**config.mk**
```make
export PLATFORM = sky130hd
export DESIGN_NAME = nibble_serial_adder_ctrl
export DESIGN_NICKNAME = d
export VERILOG_FILES = /design/src/rtl/nibble_serial_adder_ctrl.sv
export SDC_FILE = /design/constraint.sdc
export NUM_CORES = 1
export LEC_CHECK = 0
export ABC_AREA = 1
export CORE_ASPECT_RATIO = 1.1
export CORE_UTILIZATION = 30
export CTS_BUF_LIST = sky130_fd_sc_hd__clkbuf_16
export DETAILED_ROUTE_END_ITERATION = 8
export GPL_TIMING_DRIVEN = 0
export SYNTH_ARGS = -nofsm -noshare
export SYNTH_HDL_FRONTEND = slang
export SYNTH_HIERARCHICAL = 1
export SYNTH_SLANG_ARGS = --single-unit
export TNS_END_PERCENT = 10
```
**constraint.sdc**
```tcl
create_clock -name clk -period 4.4 [get_ports clk]
set_clock_uncertainty 0.05 [all_clocks]
set_input_delay 0.88 -clock clk [delete_from_list [all_inputs] [get_ports clk]]
set_output_delay 0.88 -clock clk [all_outputs]
set_load 0.1 [all_outputs]
```
**src/rtl/nibble_serial_adder_ctrl.sv**
```systemverilog
// ---------------------------------------------------------------------------
// nibble_serial_adder_ctrl
//
// Performs a WIDTH-bit add or subtract by time-multiplexing a single 4-bit
// adder slice (fadder_4bit), one nibble per clock, least significant nibble
// first. The carry between nibbles travels only through a register, so the
// requester sees NIBBLES cycles of latency in exchange for a single slice.
//
// Ports (nibble_serial_adder_ctrl):
//   clk       in   system clock, rising edge
//   reset_n   in   asynchronous active-low reset, discards any operation
//   start     in   request, sampled only while idle
//   op_sub    in   0: a+b+cin, 1: a-b (cin ignored)
//   a, b      in   WIDTH-bit operands, sampled with start
//   cin       in   carry-in for add, sampled with start
//   busy      out  high while an operation is in progress
//   done      out  one-cycle pulse when sum/cout/overflow update
//   sum       out  WIDTH-bit result register
//   cout      out  carry out of the MSB nibble (subtract: 1 = no borrow)
//   overflow  out  two's-complement signed overflow
//
// Ports (fadder_4bit): a, b, cin -> sum, carry (purely combinational).
// ---------------------------------------------------------------------------

module fadder_4bit (
   input  logic [3:0] a,
   input  logic [3:0] b,
   input  logic       cin,
   output logic [3:0] sum,
   output logic       carry
);
   assign {carry, sum} = {1'b0, a} + {1'b0, b} + {4'b0000, cin};
endmodule

module nibble_serial_adder_ctrl #(
   parameter int WIDTH = 16
) (
   input  logic             clk,
   input  logic             reset_n,
   input  logic             start,
   input  logic             op_sub,
   input  logic [WIDTH-1:0] a,
   input  logic [WIDTH-1:0] b,
   input  logic             cin,
   output logic             busy,
   output logic             done,
   output logic [WIDTH-1:0] sum,
   output logic             cout,
   output logic             overflow
);

   localparam int NIBBLES = WIDTH / 4;
   localparam int IDX_W   = (NIBBLES > 1) ? $clog2(NIBBLES) : 1;
   localparam logic [IDX_W-1:0] LAST_IDX = IDX_W'(NIBBLES - 1);

   generate
      if ((WIDTH % 4) != 0 || WIDTH < 8) begin : g_bad_width
         $error("nibble_serial_adder_ctrl: WIDTH must be a multiple of 4 and >= 8");
      end
   endgenerate

   typedef enum logic {
      IDLE = 1'b0,
      RUN  = 1'b1
   } state_t;

   state_t           state;
   logic [IDX_W-1:0] idx;
   logic [WIDTH-1:0] a_q;      // latched operand A
   logic [WIDTH-1:0] b_q;      // latched effective operand B (b or ~b)
   logic             carry_q;  // carry between nibbles
   logic [WIDTH-1:0] work_q;   // partially assembled result

   logic [3:0]       slice_a;
   logic [3:0]       slice_b;
   logic [3:0]       slice_sum;
   logic             slice_carry;
   logic [WIDTH-1:0] next_work;

   // Select the current nibble of each latched operand and merge the slice
   // result back into the working result at the same position.
   // NOTE: every always_comb output gets a default first so no path leaves
   // it unassigned, which would otherwise infer a latch.
   always_comb begin
      slice_a   = a_q[{idx, 2'b00} +: 4];
      slice_b   = b_q[{idx, 2'b00} +: 4];
      next_work = work_q;
      next_work[{idx, 2'b00} +: 4] = slice_sum;
   end

   fadder_4bit u_slice (slice_a, slice_b, carry_q, slice_sum, slice_carry);

   // NOTE: sequential state uses non-blocking assignments only, so every
   // register samples the pre-edge values regardless of statement order.
   always_ff @(posedge clk or negedge reset_n) begin
      if (!reset_n) begin
         state    <= IDLE;
         idx      <= '0;
         a_q      <= '0;
         b_q      <= '0;
         carry_q  <= 1'b0;
         work_q   <= '0;
         busy     <= 1'b0;
         done     <= 1'b0;
         sum      <= '0;
         cout     <= 1'b0;
         overflow <= 1'b0;
      end else begin
         done <= 1'b0;
         case (state)
            IDLE: begin
               if (start) begin
                  a_q     <= a;
                  // Subtraction is a + ~b + 1: invert b and force carry-in.
                  b_q     <= op_sub ? ~b : b;
                  carry_q <= op_sub ? 1'b1 : cin;
                  idx     <= '0;
                  work_q  <= '0;
                  busy    <= 1'b1;
                  state   <= RUN;
               end
            end
            RUN: begin
               work_q  <= next_work;
               carry_q <= slice_carry;
               if (idx == LAST_IDX) begin
                  sum      <= next_work;
                  cout     <= slice_carry;
                  // Same-signed operands producing an opposite-signed result.
                  overflow <= (a_q[WIDTH-1] == b_q[WIDTH-1]) &&
                              (next_work[WIDTH-1] != a_q[WIDTH-1]);
                  done     <= 1'b1;
                  busy     <= 1'b0;
                  idx      <= '0;
                  state    <= IDLE;
               end else begin
                  idx <= idx + 1'b1;
               end
            end
            default: state <= IDLE;
         endcase
      end
   end

endmodule

```
==> results of run 1 <==
[tightest hold or removal path, delay by kind of cell, from the launching register on]
| kind | cells | cell delay, ns |
|---|---|---|
| flip-flops | 1 | 0.34 |
| AND/OR/NAND/NOR | 2 | 0.10 |
[synth_stat cells (all sizes together)]
cell type / number / area (um^2)
buf: 17 / 120
fa: 2 / 40.0
clkinv: 1 / 3.75
o21ai: 46 / 230
nand3: 11 / 55.1
nand4: 2 / 25.0
o21bai: 1 / 11.3
dfrtp: 72 / 1800
inv: 35 / 131
o31ai: 1 / 7.51
a21oi: 2 / 10.0
nand2: 172 / 658
ha: 9 / 113
nor2: 25 / 98.8
xnor2: 17 / 149
o22ai: 20 / 131
[metal layers]
layer	global-route usage, %	part of all wire, %	vias to the layer above
li1	-	-	1504
met1	18.3	45	1397
met2	26.3	49	93
met3	3.40	5.1	13
met4	4.17	1.2	0
met5	0	0	-
[registers in the layout, summed over array words and instances, names as in the netlist, 2 cells and up]
| signal | cells |
|---|---|
| work_q | 16 |
| sum | 16 |
| a_q | 16 |
| b_q | 16 |
| idx | 2 |
[kinds of logic after synthesis]
logic type               Yosys count  synth area share (%)
AO/OA/AOI/OAI                     70                  10.9
XOR/XNOR                          17                  4.15
adder cells (fa/ha/maj)           11                  4.26
buffers and inverters             53                  7.12
flip-flops                        72                  50.2
AND/OR/NAND/NOR                  210                  23.3
[worst paths after layout]
check | slack, ns | cells past startpoint | from | endpoint
max | 1.34 | 12 | idx[0] | work_q[6]
min | 0.42 | 2 | cout | cout
max in group asynchronous | 3.07 | 1 | reset_n | sum[4]
max reg2reg | 1.34 | 12 | idx[0] | work_q[6]
min in group asynchronous | 0.61 | 1 | reset_n | sum[12]
min reg2reg | 0.42 | 2 | cout | cout
[through the flow]
stage	hold WS [ns]	area, um^2
floorplan	0.394	3590
global placement	0.412	4320
detailed placement	0.415	4320
CTS	0.431	4630
global route	0.444	4630
finish	0.425	4630
[area by class of cell]
class	count	share of cell area, %
Buffer	17	2.60
Clock buffer	9	4.87
Clock inverter	7	1.73
Inverter	36	2.92
Multi-Input combinational cell	308	33.0
Sequential cell	72	38.9
Tap cell	150	4.06
Timing Repair Buffer	55	11.8
[power groups by stage]
stage	clock [mW]	sequential, mW	combinational, mW
after global placement	0	1.13	2.16
after floorplan	0	1.54	1.21
after CTS	0.761	1.13	2.21
final	0.747	1.12	2.21
after detailed placement	0	1.13	2.21
after global routing	0.790	1.16	2.44
==> summary.txt, run 1 <==
#FFs+latches synth = 72
Outcome = finished clean
Crit end category = flop
Largest net degree at the start of global routing = 73
Post-CTS Resized = 0
Leak = 2.23 nW
Critical path cell sequence = inv_2 -> buf_2 -> nor2_1 -> o22ai_1 -> fa_1 -> inv_1 -> fa_1 -> xnor2_1 -> nand3_1 -> o22ai_1 -> nand2_1 -> o21ai_0
NumNets Final = 547
Final cycle utilization of the critical path = 69.5%
Power Total = 4.08 mW
Req. time, crit path = 4.59 ns
Clock Power Share = 18.3%
FF+latch area = 1800 um^2
Crit Path Class = flop to flop
Final core occ = 40.1%
# rows = 41
Post-CTS setup buffer count = 0
Post-Syn Instances = 433
CP delay by family, top = adder cells
CTS max path bufs = 2
Core box area = 11500 um^2
Max VDD drop = 0.422 mV
Setup WS pre-CTS = 1.37 ns
Vert. Die Dim = 117 um
Diodes inserted = 0
Total of max-cap violations = 0
Reg power frac = 27.5%
Area delta synth->final = 29.0%
Most frequent cells in the layout = nand2_1 (169), dfrtp_1 (72), clkdlybuf4s50_1 (54), o21ai_0 (41), inv_1 (31)
Die Wd = 106 um
Cts hold-fix bufs = 0
Mapped Avg Cell Area = 8.28 um^2
CTS tree = done
CP startpoint kind = flop
PortBufs = 55
First DRT Iteration DRCs = 144
CP arrival = 3.25 ns
Die ar. = 12400 um^2
F_max = 327 MHz
Fraction of layout cells with a size suffix above 1 = 9.13%
Net switching power = 1.96 mW
Fillers = 1186
Final setup violation count = 0
Top Ports = 57
Most common cell after layout, fill and taps aside = nand2_1
Vias = 3007
Worst slew margin relative to its limit = 34.7%
Largest stage delay, worst path = 0.48 ns
Post-synthesis cell type count = 24
Synthesized Nets = 481
DRC violations left = 0
Via/cell ratio = 4.60
Max-slew violation count = 0
Total grt overflow = 0
Area occupied by multi-input gates = 1530 um^2
Final Hold Violating Endpoints = 0
Vias in the first global route = 3108
CP Buf/Inv Count = 3
Sw Share = 47.9%
Inst Count DP = 638
Num CTS Buffers = 9
Minimum clock period after layout = 3.06 ns
Antenna violations before repair = 0
Worst-path clk slew = 0.05 ns
Per-cell routed wire length = 12.9 um
Final setup TNS = 0 ns
First-pass GRT wire length = 14.5 mm
Worst slew pin tran = 0.976 ns
DR pass1 iterations = 4
GRT Util Overall = 14.9%
Routability cong. = 0.817
Initial Util = 31.1%
Post-DP HPWL = 6.17 mm
Final instance count without filler cells = 654
RSZ-0062 raised after global routing = no
Worst Slack Setup Final = 1.34 ns
Post-Route WL = 8.44 mm
PD cells = 883 nW/um^2
Worst Path Max Fanout = 12
Clk sinks = 72
Hold Crit Class = flop to flop
Remaining antenna violation count = 0
Worst-Skew Late Latency = 0.33 ns
Gate power share = 54.2%
H-tree Lvls = 3
Sequential area share after synthesis = 50.2%
Internal power = 2.13 mW
Post-Syn Area = 3590 um^2
Syn. warnings = 6
Root buf cell = clkbuf_16
Crit-path slowest cell = dfrtp_1
Power figures use the tool's default switching activity.
==> run 2: changes to the inputs <==
==> constraint.sdc (replaced) <==
create_clock -name clk -period 2.7 [get_ports clk]
set_clock_uncertainty 0.05 [all_clocks]
set_input_delay 0.54 -clock clk [delete_from_list [all_inputs] [get_ports clk]]
set_output_delay 0.54 -clock clk [all_outputs]
set_load 0.1 [all_outputs]
==> summary.txt, run 2 (synthesis gave the netlist of run 1 again) <==
Die ar. = 12400 um^2
CP arrival = 2.76 ns
Worst R2R Start = idx[0]
Final setup TNS = 0 ns
PD cells = 1470 nW/um^2
Final Hold Violating Endpoints = 0
GRT Util Overall = 14.9%
Crit-path slowest cell = dfrtp_2
Initial Util = 31.1%
CTS tree = done
Area delta synth->final = 31.5%
Area after DPL = 4320 um^2
# rows = 41
Crit Path Class = flop to flop
First-pass GRT wire length = 14.6 mm
Outcome = finished clean
Worst reg2reg setup slack = 0.13 ns
Diodes inserted = 0
Final instance count without filler cells = 656
Per-cell routed wire length = 13.1 um
H-tree Lvls = 3
Total grt overflow = 0
Crit end category = flop
Max-slew violation count = 0
Leak = 2.26 nW
CP startpoint kind = flop
Routability cong. = 0.817
Hold Crit Class = input pin to async pin
Antenna violations before repair = 0
Die Wd = 106 um
CP Buf/Inv Count = 4
CTS max path bufs = 2
Worst slew margin relative to its limit = 34.7%
Final setup violation count = 0
FF-to-FF path depth = 12
CP delay by family, top = adder cells
Worst-Skew Late Latency = 0.33 ns
Max VDD drop = 0.666 mV
Top Ports = 57
Minimum clock period after layout = 2.57 ns
Fillers = 1178
Final cycle utilization of the critical path = 95.3%
Remaining antenna violation count = 0
Num CTS Buffers = 9
Most frequent cells in the layout = nand2_1 (169), dfrtp_1 (70), clkdlybuf4s50_1 (54), o21ai_0 (40), inv_1 (30)
NumNets Final = 549
Fraction of layout cells with a size suffix above 1 = 12.8%
F_max = 389 MHz
DR pass1 iterations = 5
Vias = 3011
Most common cell after layout, fill and taps aside = nand2_1
Worst Path Max Fanout = 10
Worst reg2reg endpoint = work_q[5]
PortBufs = 55
Power Total = 6.91 mW
Req. time, crit path = 2.89 ns
Post-DP HPWL = 6.17 mm
Post-Route WL = 8.58 mm
Cts hold-fix bufs = 0
Root buf cell = clkbuf_16
Inst Count DP = 638
Via/cell ratio = 4.59
Total of max-cap violations = 0
Core box area = 11500 um^2
DRC violations left = 0
Worst slew pin tran = 0.976 ns
Largest stage delay, worst path = 0.44 ns
Vert. Die Dim = 117 um
Worst-path clk slew = 0.06 ns
RSZ-0062 raised after global routing = no
Vias in the first global route = 3119
First DRT Iteration DRCs = 204
Largest net degree at the start of global routing = 73
Final non-filler cell area = 4720 um^2
Critical path cell sequence = buf_4 -> buf_6 -> nor2_1 -> o22ai_2 -> fa_2 -> inv_1 -> fa_2 -> inv_2 -> nand3_2 -> o22ai_2 -> nand2_1 -> o21ai_0
Clk sinks = 72
[run 2: layout make-up]
class,count,area (um^2),area share (%)
Buffer,17,126,2.68
Clock buffer,9,225,4.77
Clock inverter,7,80.1,1.70
Inverter,36,140,2.97
Multi-Input combinational cell,308,1590,33.7
Sequential cell,72,1800,38.2
Tap cell,150,188,3.98
Timing Repair Buffer,57,563,11.9
[run 2: repair_timing]
| item | CTS | global route |
|---|---|---|
| resized for setup | 10 | 12 |
| pin swaps | 0 | 2 |
| endpoints found under the setup margin | 21 | 19 |
| hold endpoints to repair | 0 | 0 |
| buffers inserted | 2 | 0 |
[run 2: worst max-delay path by stage]
stage,startpoint,endpoint,slack [ns],cells after the start
finish,idx[0],work_q[5],0.13,12
CTS,idx[0],work_q[6],0.004,12
global route,idx[0],work_q[6],0.003,12
floorplan,idx[0],work_q[6],0.20,12
detailed placement,idx[0],work_q[6],-0.33,12
global placement,reset_n,b_q[10],-1.32,1
[run 2: layer usage]
metal / track usage, % / part of all wire, %
met5: 0 / 0
met1: 18.2 / 46
met2: 26.7 / 49
met3: 3.29 / 4.0
met4: 3.98 / 1.2
[run 2: power breakdown]
group	switching (mW)	internal, mW	total (mW)
combinational	2.59	1.27	3.85
clock	0.429	0.793	1.22
sequential	0.287	1.55	1.84
total	3.30	3.61	6.91
[run 2: worst reg2reg max path, cell delays in order (launching register included)]
cell     delay, ns
dfrtp_2       0.44
buf_4         0.19
buf_6         0.15
nor2_1        0.13
o22ai_2       0.11
fa_2          0.39
inv_1         0.09
fa_2          0.43
inv_2         0.09
nand3_2       0.12
o22ai_2       0.14
nand2_1       0.07
o21ai_0       0.08
[run 2: stage by stage]
stage | hold slack [ns] | setup WS, ns | util, %
after floorplan | 0.194 | 0.200 | -
after global placement | 0.412 | -1.32 | 37.5
after detailed placement | 0.415 | -0.330 | 37.4
after CTS | 0.324 | 0.00403 | 40.6
after global routing | 0.371 | 0.00315 | 40.9
final | 0.272 | 0.127 | 40.9
==> run 3: changes to the inputs <==
--- a/config.mk
+++ b/config.mk
@@ -6,6 +6,7 @@
 export NUM_CORES = 1
 export LEC_CHECK = 0
 export ABC_AREA = 1
+export CAP_MARGIN = 10
 export CORE_ASPECT_RATIO = 1.1
 export CORE_UTILIZATION = 30
 export CTS_BUF_LIST = sky130_fd_sc_hd__clkbuf_16
==> results of run 3 <==
No change in the layout: final DEF, timing and power equal those of run 2.
